File: config.mk
export PLATFORM = sky130hd
export DESIGN_NAME = ov5640_size_cfg
export DESIGN_NICKNAME = d
export VERILOG_FILES = /design/src/rtl/ov5640_size_cfg.sv
export SDC_FILE = /design/constraint.sdc
export NUM_CORES = 1
export LEC_CHECK = 0
export CORE_MARGIN = 2
export CORE_UTILIZATION = 50
export CTS_CLUSTER_DIAMETER = 120
export CTS_CLUSTER_SIZE = 25
export DETAILED_ROUTE_END_ITERATION = 8
export PLACE_DENSITY = 0.8
export SLEW_MARGIN = 10
export SYNTH_ARGS = -nofsm -noshare
export SYNTH_HDL_FRONTEND = slang
export SYNTH_SLANG_ARGS = --single-unit
File: constraint.sdc
create_clock -name clk -period 5.05 [get_ports clk]
set_input_delay 1.515 -clock clk [delete_from_list [all_inputs] [get_ports clk]]
set_output_delay 1.515 -clock clk [all_outputs]
set_load 0.05 [all_outputs]
File: src/rtl/ov5640_size_cfg.sv
// OV5640 output-size / frame-timing register sequencer.
// Issues eight single-byte SCCB writes (0x3808..0x380F) on request or after a stable resolution change.
module ov5640_size_cfg #(
  parameter int unsigned WAIT_CYC    = 1000,
  parameter int unsigned STABLE_CYC  = 16,
  parameter int unsigned ACK_TIMEOUT = 100000
) (
  input  logic        clk,
  input  logic        rst_n,
  input  logic        cfg_start,
  input  logic [12:0] cmos_h_pixel,
  input  logic [12:0] cmos_v_pixel,
  input  logic [12:0] total_h_pixel,
  input  logic [12:0] total_v_pixel,
  input  logic        i2c_done,
  output logic        i2c_exec,
  output logic [23:0] i2c_data,
  output logic        cfg_busy,
  output logic        cfg_done,
  output logic        cfg_err
);

  localparam int unsigned CNT_MAX = (ACK_TIMEOUT > WAIT_CYC) ? ACK_TIMEOUT : WAIT_CYC;
  localparam int unsigned CNT_W   = $clog2(CNT_MAX + 1);
  localparam int unsigned STB_W   = $clog2(STABLE_CYC + 1);

  typedef enum logic [2:0] {
    IDLE,
    LOAD,
    ISSUE,
    WAIT_ACK,
    GAP,
    FINISH
  } state_t;

  state_t            state, state_nx;
  logic [CNT_W-1:0]  cnt;
  logic [STB_W-1:0]  stab_cnt;
  logic [2:0]        idx;
  logic [12:0]       sh_h, sh_v, sh_th, sh_tv;
  logic              differ;
  logic              auto_go;
  logic              trigger;
  logic              ack_to;
  logic              gap_end;
  logic [12:0]       sel_val;
  logic [7:0]        sel_byte;

  assign differ  = (cmos_h_pixel  != sh_h)  || (cmos_v_pixel  != sh_v) ||
                   (total_h_pixel != sh_th) || (total_v_pixel != sh_tv);
  assign auto_go = (state == IDLE) && differ && (stab_cnt == STB_W'(STABLE_CYC - 1));
  assign trigger = cfg_start || auto_go;
  assign ack_to  = (cnt == CNT_W'(ACK_TIMEOUT - 1));
  assign gap_end = (cnt == CNT_W'(WAIT_CYC - 1));

  // Register pairs: even idx carries bits [12:8], odd idx bits [7:0].
  always_comb begin
    sel_val = '0;
    unique case (idx[2:1])
      2'd0: sel_val = sh_h;
      2'd1: sel_val = sh_v;
      2'd2: sel_val = sh_th;
      2'd3: sel_val = sh_tv;
      default: sel_val = '0;
    endcase
    sel_byte = idx[0] ? sel_val[7:0] : {3'b000, sel_val[12:8]};
  end

  always_comb begin
    state_nx = state;
    i2c_exec = 1'b0;
    cfg_busy = 1'b1;
    cfg_err  = 1'b0;
    i2c_data = '0;
    unique case (state)
      IDLE: begin
        cfg_busy = 1'b0;
        if (trigger) state_nx = LOAD;
      end
      LOAD:  state_nx = ISSUE;
      ISSUE: begin
        i2c_exec = 1'b1;
        i2c_data = {13'h0701, idx, sel_byte};
        state_nx = WAIT_ACK;
      end
      WAIT_ACK: begin
        i2c_data = {13'h0701, idx, sel_byte};
        if (i2c_done) begin
          state_nx = (idx == 3'd7) ? FINISH : GAP;
        end else if (ack_to) begin
          cfg_err  = 1'b1;
          state_nx = IDLE;
        end
      end
      GAP: begin
        if (gap_end) state_nx = ISSUE;
      end
      FINISH:  state_nx = IDLE;
      default: state_nx = IDLE;
    endcase
  end

  always_ff @(posedge clk or negedge rst_n) begin
    if (!rst_n) begin
      state    <= IDLE;
      cnt      <= '0;
      stab_cnt <= '0;
      idx      <= '0;
      sh_h     <= '0;
      sh_v     <= '0;
      sh_th    <= '0;
      sh_tv    <= '0;
      cfg_done <= 1'b0;
    end else begin
      state <= state_nx;

      if (state != IDLE || !differ) stab_cnt <= '0;
      else                          stab_cnt <= stab_cnt + 1'b1;

      unique case (state)
        LOAD: begin
          sh_h     <= cmos_h_pixel;
          sh_v     <= cmos_v_pixel;
          sh_th    <= total_h_pixel;
          sh_tv    <= total_v_pixel;
          idx      <= '0;
          cfg_done <= 1'b0;
        end
        ISSUE: cnt <= '0;
        WAIT_ACK: begin
          // The same counter times the ack wait and then the inter-write gap.
          if (i2c_done) begin
            cnt <= '0;
            if (idx != 3'd7) idx <= idx + 1'b1;
          end else begin
            cnt <= cnt + 1'b1;
          end
        end
        GAP:     cnt <= cnt + 1'b1;
        FINISH:  cfg_done <= 1'b1;
        default: ;
      endcase
    end
  end

endmodule

==> reports/qor.txt, run 1 <==
Top Family by Delay on Critical Path - flip-flops
Post-CTS Setup Bufs - 0
Max Clk Rate - 235 MHz
Vias per cell - 5.66
Die height - 99.7 µm
Final setup violation count - 0
Number of clock buffers inserted by TritonCTS - 9
Status - completed
Core area - 8810 µm²
Met2 wire length - 5340 µm
CP peak stage delay - 860 ps
Site Rows - 34
# DRC - 0
Hold-fix buffers, CTS - 0
Final GP Congestion - 0.812
Chip width - 99.7 µm
Yosys Warn Count - 0
CTS H-tree lvls - 3
Post-synthesis sequential area ratio - 0.443
Critical path's slowest cell - dfrtp_1
TNS Setup - 0 ps
Ranking of synthesized cells by area - dfrtp_1 44%, mux2_2 13%, xor2_1 11%
Top-area cell type share of the netlist area - 0.443
Number of synthesized flops with an enable pin - 0
Slew Viols, Final - 0
Largest net degree at the start of global routing - 82
DRT iter0 DRCs - 107
Clk_skew - 5.74 ps
Yosys top cell by area - dfrtp_1
Hold Startpoint - stab_cnt[0]$_DFF_PN0_
Worst Setup SP - idx[2]$_DFFE_PN0P_
Syn_area_per_cell - 11.6 µm²
Worst-margin pin slew - 1090 ps
Synth unique cells - 44
Worst relative slew slack - 0.273
PD cells - 610 nW/µm²
Vias in the first global route - 3388
CP endpoint kind - output pin
First-pass GRT wire length - 16300 µm
Antenna Cells - 0
Initial antenna violation count - 0
Most frequent cells in the layout - 81 x dfrtp_1, 72 x clkdlybuf4s50_1, 57 x xor2_1
Fin crit period - 4260 ps
RSZ-0062 raised after global routing - false
Final clock period utilization by the worst path - 0.844
CTS Sinks - 81
IO Count - 84
Max Cap Viol - 0
Post-DRT Antenna Nets - 0
Synth-to-layout area growth - 21.4%
Clk buf depth - 2
Hold/Removal Path Class - flip-flop to flip-flop
CP cell instances - mux4_2, mux2i_1, nor2_1, clkdlybuf4s50_1
Fillers - 714
Reg-to-Reg Start - sh_h[5]$_DFFE_PN0P_
Worst reg-to-reg setup slack - 2810 ps
Tot GR Track Use - 0.212
Arr. time, crit path - 2750 ps
Drt pass-1 iters - 4
Met1 Wirelength - 4230 µm
Final Hold Fails - 0
Die area - 9940 µm²
Tot Pwr - 0.00339 W
Root Buffer - clkbuf_8
Gr ovfl total - 0
Util after Layout - 0.631
Worst path buffer plus inverter count - 1
Worst vdd ir - 0.000420 V
Critical Path Start Type - flip-flop
CTS tree - built
Fin nets - 521
Synth Instances - 394
Cell Area, Synth - 4580 µm²
Starting density of the core - 0.520
Total Routed Length - 10100 µm
#FFs+latches synth - 81
Worst-Skew Late Latency - 350 ps
Resize count post-CTS - 0
Critical path fanouts, max - 14
Critical Path RT - 3540 ps
Vias - 3246
Top Metal Used - met4
Routed WL per cell - 17.6 µm
WS Path Type - flip-flop to output pin
Met3 WL - 351 µm
Detail Placement HPWL - 7320 µm
Hold slack - 478 ps
Ys async rst share - 1.00
Buffers on Ports - 74
Top FF cell, synth - dfrtp_1
Layout cells sized above 1 - 0.200
Most common cell after layout, fill and taps aside - dfrtp_1
Clk pin slew, worst setup/hold paths - 80 ps
LEAKAGE - 2.27 nW
-- final cells by class --
class / count / area [µm²] / area share
clock inverter: 6 / 91.3 / 0.0164
multi-input combinational: 288 / 2400 / 0.432
tap: 108 / 135 / 0.0243
sequential: 81 / 2030 / 0.365
timing repair buffer: 76 / 751 / 0.135
clock buffer: 10 / 138 / 0.0248
inverter: 4 / 15.0 / 0.00270
-- through the flow --
stage                     std cells  setup WS (ps)  instance area (µm²)
after global placement          557            951                 5330
after CTS                       573            757                 5560
after detailed placement        557            929                 5330
final                           573            788                 5560
after floorplan                 402            720                 4610
after global routing            573            621                 5560
-- power breakdown --
part	switching (W)	internal, W	leakage, nW	total [W]
logic	0.000834	0.000785	1.15	0.00162
clock network	0.000246	0.000294	0.116	0.000540
registers	0.000322	0.000908	1.01	0.00123
total	0.00140	0.00199	2.27	0.00339
-- cells in the mapped netlist (2+ instances only) --
master and instances:
mux2i_1 6, a21oi_1 13, nor2b_1 2, xor2_1 57, buf_2 9, and2_1 3, nand2_1 15, inv_1 4
or4_1 2, a31oi_1 2, nor4_1 14, buf_4 12, nand4_1 4, o21ai_0 8, nor3_1 9, o2bb2ai_1 3
nor2_1 27, mux2_2 53, dfrtp_1 81, clkbuf_1 6, xnor2_1 7, ha_1 5, nor3b_1 2, nand3_1 9
mux4_2 13, and3_1 6, or3_1 5
-- cells by family (layout without fill, tap and decap cells) --
| logic type | after synthesis | after routing | share of synthesized area |
|---|---|---|---|
| flops | 81 | 81 | 0.443 |
| xor+xnor | 64 | 64 | 0.122 |
| other cells | 1 | 9 | 0.000819 |
| compound gates | 33 | 33 | 0.0505 |
| buf+inv | 33 | 96 | 0.0410 |
| fa+ha+maj | 5 | 5 | 0.0137 |
| simple gates | 105 | 105 | 0.122 |
| mux | 72 | 72 | 0.207 |
-- state kept, by name, summed over array words and instances, names as in the netlist --
register,flops
cnt,17
sh_h,13
sh_th,13
sh_tv,13
sh_v,13
stab_cnt,5
idx,3
state,3
cfg_done,1
-- routing by layer --
metal | track usage | vias to the layer above
met3 | 0.0401 | 12
met1 | 0.267 | 1621
met5 | 0 | -
met4 | 0.0674 | 0
li1 | - | 1520
met2 | 0.371 | 93
-- path summary, 6_finish.rpt --
| kind | to | depth (start not counted) |
|---|---|---|
| worst min register to register | stab_cnt[0]$_DFF_PN0_ | 1 |
| worst min-delay path | stab_cnt[0]$_DFF_PN0_ | 1 |
| worst max-delay path | i2c_data[2] | 4 |
| min in group asynchronous | cnt[11]$_DFFE_PN0P_ | 1 |
| worst max register to register | state[0]$_DFFE_PN0P_ | 5 |
| max in group asynchronous | sh_tv[9]$_DFFE_PN0P_ | 1 |
Note: power is estimated with default switching activity, not from simulation.
==> run 2: changes to the inputs <==
Settings changed: CORE_UTILIZATION 50 to 48.
Clock period 5.05 ns to 3.8 ns, I/O delays scaled along.
==> reports/qor.txt, run 2 (same netlist as run 1, synthesis figures left out) <==
Status - completed
CTS tree - built
Vias - 3300 (+1.7%)
TNS Setup - 0 ps (unchanged)
Routed WL per cell - 17.0 µm (-3.8%)
Max reg flops - 17 (unchanged)
Vias in the first global route - 3431 (+1.3%)
Layout cells sized above 1 - 0.205 (+0.00513)
Largest Register - cnt
Worst-Skew Late Latency - 360 ps (about the same)
Buffers on Ports - 74 (unchanged)
Post-DRT Antenna Nets - 0 (unchanged)
Drt pass-1 iters - 4 (unchanged)
Antenna Cells - 0 (unchanged)
CP endpoint kind - output pin
Core area - 9240 µm² (+4.9%)
Die area - 10300 µm² (+4.0%)
Final instance area - 5600 µm² (+0.77%)
Most common cell after layout, fill and taps aside - dfrtp_1
CTS H-tree lvls - 3 (unchanged)
Register area - 2030 µm² (unchanged)
Final Hold Fails - 0 (unchanged)
First-pass GRT wire length - 16800 µm (+3.1%)
RSZ-0062 raised after global routing - false
Worst-margin pin slew - 1040 ps (-48.4 ps)
Hold-fix buffers, CTS - 0 (unchanged)
Worst vdd ir - 0.000681 V (+62%)
Final GP Congestion - 0.800 (-1.5%)
DRT iter0 DRCs - 120 (+12%)
Max Cap Viol - 0 (unchanged)
Post-CTS Setup Bufs - 0 (unchanged)
Clk_skew - 19.0 ps (+13.2 ps)
PD cells - 796 nW/µm² (+31%)
Detail Placement HPWL - 7450 µm (+1.7%)
IO Count - 84 (unchanged)
Root Buffer - clkbuf_8
LEAKAGE - 2.28 nW (+0.21%)
Arr. time, crit path - 2550 ps (-200 ps)
Tot Pwr - 0.00446 W (+32%)
Hold/Removal Path Class - flip-flop to flip-flop
Slew Viols, Final - 0 (unchanged)
Clk pin slew, worst setup/hold paths - 90 ps (about the same)
Worst relative slew slack - 0.305 (+0.0322)
Vias per cell - 5.53 (-2.4%)
Worst reg-to-reg setup slack - 1520 ps (-1290 ps)
Footprint of the multi-input gates - 2400 µm² (unchanged)
Fin nets - 524 (+0.58%)
Placed cell count - 581 (+4.3%)
Clk buf depth - 2 (unchanged)
Starting density of the core - 0.496 (-0.0244)
Post-Place Cell Area - 5390 µm² (+1.1%)
# DRC - 0 (unchanged)
Final clock period utilization by the worst path - 0.970
Fillers - 725 (+1.5%)
Critical Path Start Type - flip-flop
Number of clock buffers inserted by TritonCTS - 9 (unchanged)
Initial antenna violation count - 0 (unchanged)
WS Path Type - flip-flop to output pin
Total Routed Length - 10100 µm (+0.25%)
Final setup violation count - 0 (unchanged)
Site Rows - 35 (+2.9%)
Die height - 102 µm (+2.0%)
Critical Path RT - 2660 ps (-880 ps)
Resize count post-CTS - 0 (unchanged)
Fin crit period - 3690 ps
Max Clk Rate - 271 MHz
Synth-to-layout area growth - 22.3%
Critical path fanouts, max - 10 (-4)
Non-Filler Instances - 597 (+4.2%)
Most frequent cells in the layout - 81 x dfrtp_1, 72 x clkdlybuf4s50_1, 57 x xor2_1
Chip width - 102 µm (+2.0%)
Tot GR Track Use - 0.213 (+0.000624)
CTS Sinks - 81 (unchanged)
Gr ovfl total - 0 (unchanged)
Hold slack - 478 ps (+0.0930 ps)
Largest net degree at the start of global routing - 82 (unchanged)
[run 2: changes by cell type in the layout (fill, tap and decap cells not counted)]
cell / change
buf_12: +1
clkinvlp_4: +1
clkinv_4: -1
bufinv_16: -1
inv_6: +2
clkinv_2: -1
buf_4: +2
[run 2: worst paths after layout]
check / end / depth (start not counted) / startpoint
max in group asynchronous: sh_h[1]$_DFFE_PN0P_ / 1 / rst_n
min: stab_cnt[0]$_DFF_PN0_ / 1 / stab_cnt[0]$_DFF_PN0_
min in group asynchronous: cfg_done$_DFFE_PN0P_ / 1 / rst_n
max: i2c_data[4] / 5 / idx[1]$_DFFE_PN0P_
max reg2reg: state[0]$_DFFE_PN0P_ / 5 / sh_h[5]$_DFFE_PN0P_
min reg2reg: stab_cnt[0]$_DFF_PN0_ / 1 / stab_cnt[0]$_DFF_PN0_
[run 2: per-layer routing]
metal,part of all wire,wire length (µm),global-route usage
met1,0.43,4330,0.274
met2,0.49,5010,0.348
met3,0.040,403,0.0304
met4,0.038,388,0.114
met5,0,0,0
[run 2: metrics by stage]
stage | worst slack [ps] | utilization
5_1_grt | 20.7 | 0.606
6_report | 114 | 0.606
2_1_floorplan | 90.6 | -
3_5_place_dp | 508 | 0.584
4_1_cts | 81.1 | 0.606
3_3_place_gp | 510 | 0.584
[run 2: power breakdown]
group / internal (W) / leakage [nW] / switching [W]
clock network: 0.000329 / 0.103 / 0.000334
logic: 0.00106 / 1.16 / 0.00114
registers: 0.00121 / 1.01 / 0.000389
total: 0.00259 / 2.28 / 0.00187
[run 2: final cells by class]
type | instances | share of cell area
well taps | 129 | 0.0288
inverters | 4 | 0.00268
repair buffers | 79 | 0.140
multi-input cells | 288 | 0.429
clock inverters | 6 | 0.0130
flip-flops and latches | 81 | 0.362
clock buffers | 10 | 0.0246
[run 2: worst max-delay path, cell delays in order (launching register included)]
cell	delay, ps
dfrtp_1	650
buf_4	270
mux4_2	310
mux2i_1	180
nor2_1	80
clkdlybuf4s50_1	700
